$ cat src/rtl/adder_pkg.sv
// Shared width default and a reference full-width add for the adder_unit slice.
package adder_pkg;

    localparam int ADDER_WIDTH_DEFAULT = 4;

    // Carry-preserving add at the default width; bit WIDTH is the carry-out.
    function automatic logic [ADDER_WIDTH_DEFAULT:0] add_full(
        input logic [ADDER_WIDTH_DEFAULT-1:0] a,
        input logic [ADDER_WIDTH_DEFAULT-1:0] b
    );
        return {1'b0, a} + {1'b0, b};
    endfunction

endpackage

$ cat src/rtl/adder_comb.sv
// Combinational WIDTH-bit ripple-carry adder with carry-out and signed overflow.
module adder_comb
    import adder_pkg::*;
#(
    parameter int WIDTH = ADDER_WIDTH_DEFAULT
) (
    input  logic [WIDTH-1:0] a_i,
    input  logic [WIDTH-1:0] b_i,
    output logic [WIDTH-1:0] sum_o,
    output logic             cout_o,
    output logic             ovf_o
);

    logic [WIDTH:0] carry;

    always_comb begin
        carry  = '0;
        sum_o  = '0;
        for (int i = 0; i < WIDTH; i++) begin
            sum_o[i]     = a_i[i] ^ b_i[i] ^ carry[i];
            carry[i + 1] = (a_i[i] & b_i[i]) | (carry[i] & (a_i[i] ^ b_i[i]));
        end
        cout_o = carry[WIDTH];
        // Overflow only when both operands share a sign and the result flips it.
        ovf_o  = (a_i[WIDTH-1] == b_i[WIDTH-1]) && (sum_o[WIDTH-1] != a_i[WIDTH-1]);
    end

endmodule

$ cat src/rtl/adder_unit.sv
// Registered unsigned adder: one-cycle latency result with carry, overflow and valid.
module adder_unit
    import adder_pkg::*;
#(
    parameter int WIDTH = ADDER_WIDTH_DEFAULT
) (
    input  logic             clk,
    input  logic             rst_n,
    input  logic [WIDTH-1:0] a,
    input  logic [WIDTH-1:0] b,
    input  logic             in_valid,
    output logic [WIDTH-1:0] q,
    output logic             cout,
    output logic             ovf,
    output logic             out_valid
);

    logic [WIDTH-1:0] sum;
    logic             sum_cout;
    logic             sum_ovf;

    logic [WIDTH-1:0] q_q, q_d;
    logic             cout_q, cout_d;
    logic             ovf_q, ovf_d;
    logic             valid_q, valid_d;

    adder_comb #(.WIDTH(WIDTH)) u_adder_comb (
        .a_i    (a),
        .b_i    (b),
        .sum_o  (sum),
        .cout_o (sum_cout),
        .ovf_o  (sum_ovf)
    );

    // Result registers hold when idle; only the valid flag tracks in_valid every cycle.
    always_comb begin
        q_d     = q_q;
        cout_d  = cout_q;
        ovf_d   = ovf_q;
        valid_d = in_valid;
        if (in_valid) begin
            q_d    = sum;
            cout_d = sum_cout;
            ovf_d  = sum_ovf;
        end
    end

    always_ff @(posedge clk or negedge rst_n) begin
        if (!rst_n) begin
            q_q     <= '0;
            cout_q  <= 1'b0;
            ovf_q   <= 1'b0;
            valid_q <= 1'b0;
        end else begin
            q_q     <= q_d;
            cout_q  <= cout_d;
            ovf_q   <= ovf_d;
            valid_q <= valid_d;
        end
    end

    assign q         = q_q;
    assign cout      = cout_q;
    assign ovf       = ovf_q;
    assign out_valid = valid_q;

endmodule

$ cat config.mk
export PLATFORM = sky130hd
export DESIGN_NAME = adder_unit
export DESIGN_NICKNAME = d
export VERILOG_FILES = /design/src/rtl/adder_pkg.sv /design/src/rtl/adder_comb.sv /design/src/rtl/adder_unit.sv
export SDC_FILE = /design/constraint.sdc
export NUM_CORES = 1
export LEC_CHECK = 0
export CAP_MARGIN = 40
export CORE_AREA = 2 2 39 41
export CTS_CLUSTER_DIAMETER = 60
export DETAILED_ROUTE_END_ITERATION = 8
export DIE_AREA = 0 0 41 43
export SYNTH_ARGS = -nofsm -noshare
export SYNTH_HDL_FRONTEND = slang
export SYNTH_HIERARCHICAL = 1
export SYNTH_SLANG_ARGS = --single-unit
$ cat constraint.sdc
create_clock -name clk -period 1.6 [get_ports clk]
set_input_delay 0.32 -clock clk [delete_from_list [all_inputs] [get_ports clk]]
set_output_delay 0.32 -clock clk [all_outputs]
set_load 0.01 [all_outputs]
* Word-level counts from Yosys, hierarchy flattened
Cells that the tools add are included.
** Word-level totals
- Flip-flop bits (word level) :: 7
- Input port bits :: 11
- Word-level logic and storage cells :: 24
** Cells by class
- Reduce and logical (&&, ||, !) cells :: 1
- Bitwise operators :: 17
- Eq/ne operators :: 2
** Operators with widths (number)
- $and 1x1->1 :: 7
- $xor 1x1->1 :: 7
- $or 1x1->1 :: 3
- $eq 1x1->1 :: 1
- $logic_and 1x1->1 :: 1
- $ne 1x1->1 :: 1

* Longest topological paths before layout
- Depth after elaboration :: 8
- Depth in mapped cells :: 10

* Cells and area by module
The synthesis kept the hierarchy.
** Modules (own cells, without submodules)
- adder_unit :: times used 1, area each 276.5 µm², cells each 14
- adder_comb :: times used 1, area each 135.1 µm², cells each 17

* Least setup slack after synthesis
Ideal clock, no wire load.
- Kind :: input to register
- From :: input a[0]
- To :: register ovf_q (netlist: ovf)
- Path slack :: -0.539 ns
- Arrival :: 2.014 ns
- Data required time :: 1.475 ns
- Path buffers :: 0
- Stages on the path :: 10
- Setup time :: 0.125 ns
- Cells stage by stage :: ha_1 inv_1 fa_1 inv_1 fa_1 inv_1 fa_1 xor2_1 nor2_1 mux2_4
** Between the ends
- Word-level cells in the longest chain between the ends :: 8
** Ends and longest elaborated chain
- start: declaration :: RTL line adder_unit.sv:9 : input logic [WIDTH-1:0] a,
- $and 1x1->1 (2 in a row) :: RTL line adder_comb.sv:21 : carry[i + 1] = (a_i[i] & b_i[i]) | (carry[i] & (a_i[i] ^ b_i[i]));
- $or 1x1->1 :: RTL line adder_comb.sv:21
- $and 1x1->1 :: RTL line adder_comb.sv:21
- $or 1x1->1 :: RTL line adder_comb.sv:21
- $xor 1x1->1 :: RTL line adder_comb.sv:20 : sum_o[i] = a_i[i] ^ b_i[i] ^ carry[i];
- $ne 1x1->1 :: RTL line adder_comb.sv:25 : ovf_o = (a_i[WIDTH-1] == b_i[WIDTH-1]) && (sum_o[WIDTH-1] != a_i[WIDTH-1]);
- $logic_and 1x1->1 :: RTL line adder_comb.sv:25
- via sum_ovf :: RTL line adder_unit.sv:20 : logic sum_ovf;
- end signal: assignment :: RTL line adder_unit.sv:57 : ovf_q <= ovf_d;
- end: declaration :: RTL line adder_unit.sv:24 : logic ovf_q, ovf_d;
The timed path passes the listed nets, and every way through them passes these cells.
A chain may end at the register's enable or synchronous reset.

* Worst setup path after layout
Ends and elaborated chain as after synthesis.

==> impl_metrics.tcl <==
set metrics [dict create \
    synth_compound_area_share_pct 0 \
    synthMuxAreaShare_pct 21.9 \
    ioPinCount 18 \
    hold_class "in -> async" \
    h-tree-depth 1 \
    leakagePower_nw 0.323 \
    clockRootBuffer "clkbuf_4" \
    die_area_sq_um 1760 \
    synth_top_area_share_pct 42.6 \
    ant_nets 0 \
    fin_skew_ns 0 \
    wl_met2_microns 318 \
    antenna_found_initial 0 \
    area_delta_synth_final_pct 60.8 \
    worst_slack_ns -0.410 \
    yosysWarnings 6 \
    place_hpwl_microns 571 \
    drc 0 \
    cts_sinks 7 \
    synthAdderAreaFrac_pct 20.7 \
    synth_cell_types 8 \
    ys.flop_type "dfrtp_1" \
    synth_top_family_by_area "multiplexers" \
    finalSetupTns_ns -0.758 \
    drt-initial-drc-count 0 \
    rsz0062_at_grt "true" \
    fillers 147 \
    crit_slowest_cell "fa_1" \
    synth_xor_area_share_pct 2.13 \
    grt_start_max_net_pins 8 \
    grt-ovfl-total 0 \
    vias 284 \
    r2r_end "cout$_DFFE_PN0P_" \
    yosysSeqAreaShare_pct 42.6 \
    min_period_ns 2.01 \
    grt_first_pass_wirelength_mm 1.20 \
    cts_tree "done" \
    crit_fanout 2 \
    syn-num-nets 47 \
    synth-seq-cells 7 \
    place.gp.congestion 0.606 \
    maxSlewHeadroom_pct 79.3 \
    syn_area_sq_um 412 \
    initial_utilization_pct 29.7 \
    placed_cell_area_sq_um 631 \
    rrSetupSlack_ns 0.83 \
    ys_top_cells_by_area "dfrtp_1 43%, mux2_4 22%, fa_1 15%" \
    tightestPinTransition_ns 0.309 \
    crit_arrival_ns 2.15 \
    violations "negative setup slack" \
    crit_type "in -> reg" \
    synthMostInstantiatedCell "inv_1" \
    die_w_microns 41 \
    regToRegStartpoint "cout$_DFFE_PN0P_" \
    synth-edff-count 0 \
    setup_viol 2 \
    row_count 14 \
    rr_worst_depth 1 \
    cpPeakStageDelay_ns 0.51 \
    synthSimpleGateAreaFrac_pct 0.912 \
    synth_commonest_cells "10 x inv_1, 7 x dfrtp_1, 6 x mux2_4" \
    synthArstFlopShare_pct 100 \
    end_kind "flop" \
    ir_drop_uv 371 \
    start_kind "input pin" \
    cp.required_ns 1.74 \
    timing.final.crit_share_pct 126 \
    grt_pass1_vias 315 \
    die_h_microns 43 \
    coreArea_sq_um 1380 \
    wl_per_cell_microns 9.97 \
    route.met3.wl_microns 90 \
    hold_viol_final 0 \
    cp_cell_sequence "buf_8 -> ha_4 -> inv_2 -> fa_2 -> inv_2 -> fa_2 -> inv_2 -> fa_1 -> xor2_1 -> nor2_1 -> mux2_4" \
    cts.reportedPaths.clkPinSlew_ns 0.05 \
    maxUsedRoutingLayer "met3" \
    dr.pass1.iters 1 \
    cts_buffers 3 \
    syn_area_per_cell_sq_um 13.3 \
    clkLatencyLatePin_ns 0.24 \
    drive_above_1_share_pct 42.6 \
    status "finished with violations" \
    wl_microns 698 \
    max_cap_viol_count 0 \
    syn_inst 31 \
    n_antenna_cell 0 \
    cts_buffer_depth 2 \
    synth_top_cell_by_area "dfrtp_1" \
    final_area_sq_um 662 \
    powerDensity_nw_per_um2 901 \
    finish.net_count 71 \
    portBuffers 17 \
    cpMostUsedCell "inv_2" \
    clock.fmax_ghz 0.497 \
    grt.total_usage_pct 10.6 \
    report.final.slew_viol_count 0 \
    viasPerCell 4.06 \
    met1_length_microns 290 \
]
repair_timing:
action,4_1_cts,5_1_grt
endpoints found under the setup margin,5,3
buffers inserted,0,0
pin swaps,6,6
hold buffers,0,0
resized for setup,14,3
state kept, by name (all words and copies together) (netlist names):
register and count:
q 4, cout 1, out_valid 1, ovf 1
area by class of cell:
cell class	instances	area, sq um	area share [%]
Clock buffer	4	26.3	3.97
Timing Repair Buffer	20	198	29.9
Multi-Input combinational cell	13	205	31.0
Sequential cell	7	175	26.5
Inverter	10	37.5	5.67
Tap cell	16	20.0	3.02
layout by cell type, fill, tap and decap left out, drive strengths merged:
| cell | synthesis | layout |
|---|---|---|
| mux2 | 6 | 6 |
| clkdlybuf4s50 | 0 | 13 |
| clkdlybuf4s15 | 0 | 1 |
| dlygate4sd2 | 0 | 1 |
| inv | 10 | 10 |
| xor2 | 1 | 1 |
| ha | 2 | 2 |
| fa | 3 | 3 |
| clkbuf | 0 | 4 |
| dfrtp | 7 | 7 |
| nor2 | 1 | 1 |
| buf | 1 | 5 |
layer usage:
metal  global-route usage, %  vias up
li1                        -      134
met3                    7.85        0
met5                       0        -
met2                    16.6       16
met4                    2.00        0
met1                    11.3      134
power breakdown:
| group | internal [mW] | switching, mW | total (mW) |
|---|---|---|---|
| clock network | 0.0951 | 0.0639 | 0.159 |
| registers | 0.208 | 0.0171 | 0.225 |
| logic | 0.141 | 0.0711 | 0.212 |
| total | 0.445 | 0.152 | 0.597 |
critical path, delay by kind of cell:
| kind | cells | cell delay (ns) |
|---|---|---|
| buffers and inverters | 4 | 0.19 |
| AND/OR/NAND/NOR | 1 | 0.06 |
| XOR/XNOR | 1 | 0.15 |
| adder cells (fa/ha/maj) | 4 | 1.17 |
| multiplexers | 1 | 0.25 |
worst max path at each step:
stage / startpoint / endpoint / slack [ns] / cells past startpoint
6_report: a[0] / ovf$_DFFE_PN0P_ / -0.41 / 11
5_1_grt: a[0] / ovf$_DFFE_PN0P_ / -0.48 / 11
4_1_cts: b[0] / ovf$_DFFE_PN0P_ / -0.46 / 11
3_5_place_dp: a[0] / ovf$_DFFE_PN0P_ / -1.11 / 11
3_3_place_gp: a[0] / ovf$_DFFE_PN0P_ / -1.08 / 11
2_1_floorplan: a[0] / ovf$_DFFE_PN0P_ / -0.49 / 10
cell families after synthesis:
group                    after synthesis
buffers and inverters                 11
adder cells (fa/ha/maj)                5
AND/OR/NAND/NOR                        1
XOR/XNOR                               1
flip-flops                             7
multiplexers                           6
through the flow:
step           worst slack (ns)  cells  hold WS [ns]  power (mW)  utilization, %
6_report                 -0.410     70         0.323       0.597            47.8
5_1_grt                  -0.477     70         0.340       0.645            47.8
4_1_cts                  -0.464     70         0.331       0.609            47.5
3_5_place_dp              -1.11     66         0.492       0.442            45.6
3_3_place_gp              -1.08     66         0.498       0.440            45.6
2_1_floorplan            -0.490     31        0.0244       0.326               -
No activity file was read; power rests on OpenSTA's default activity.
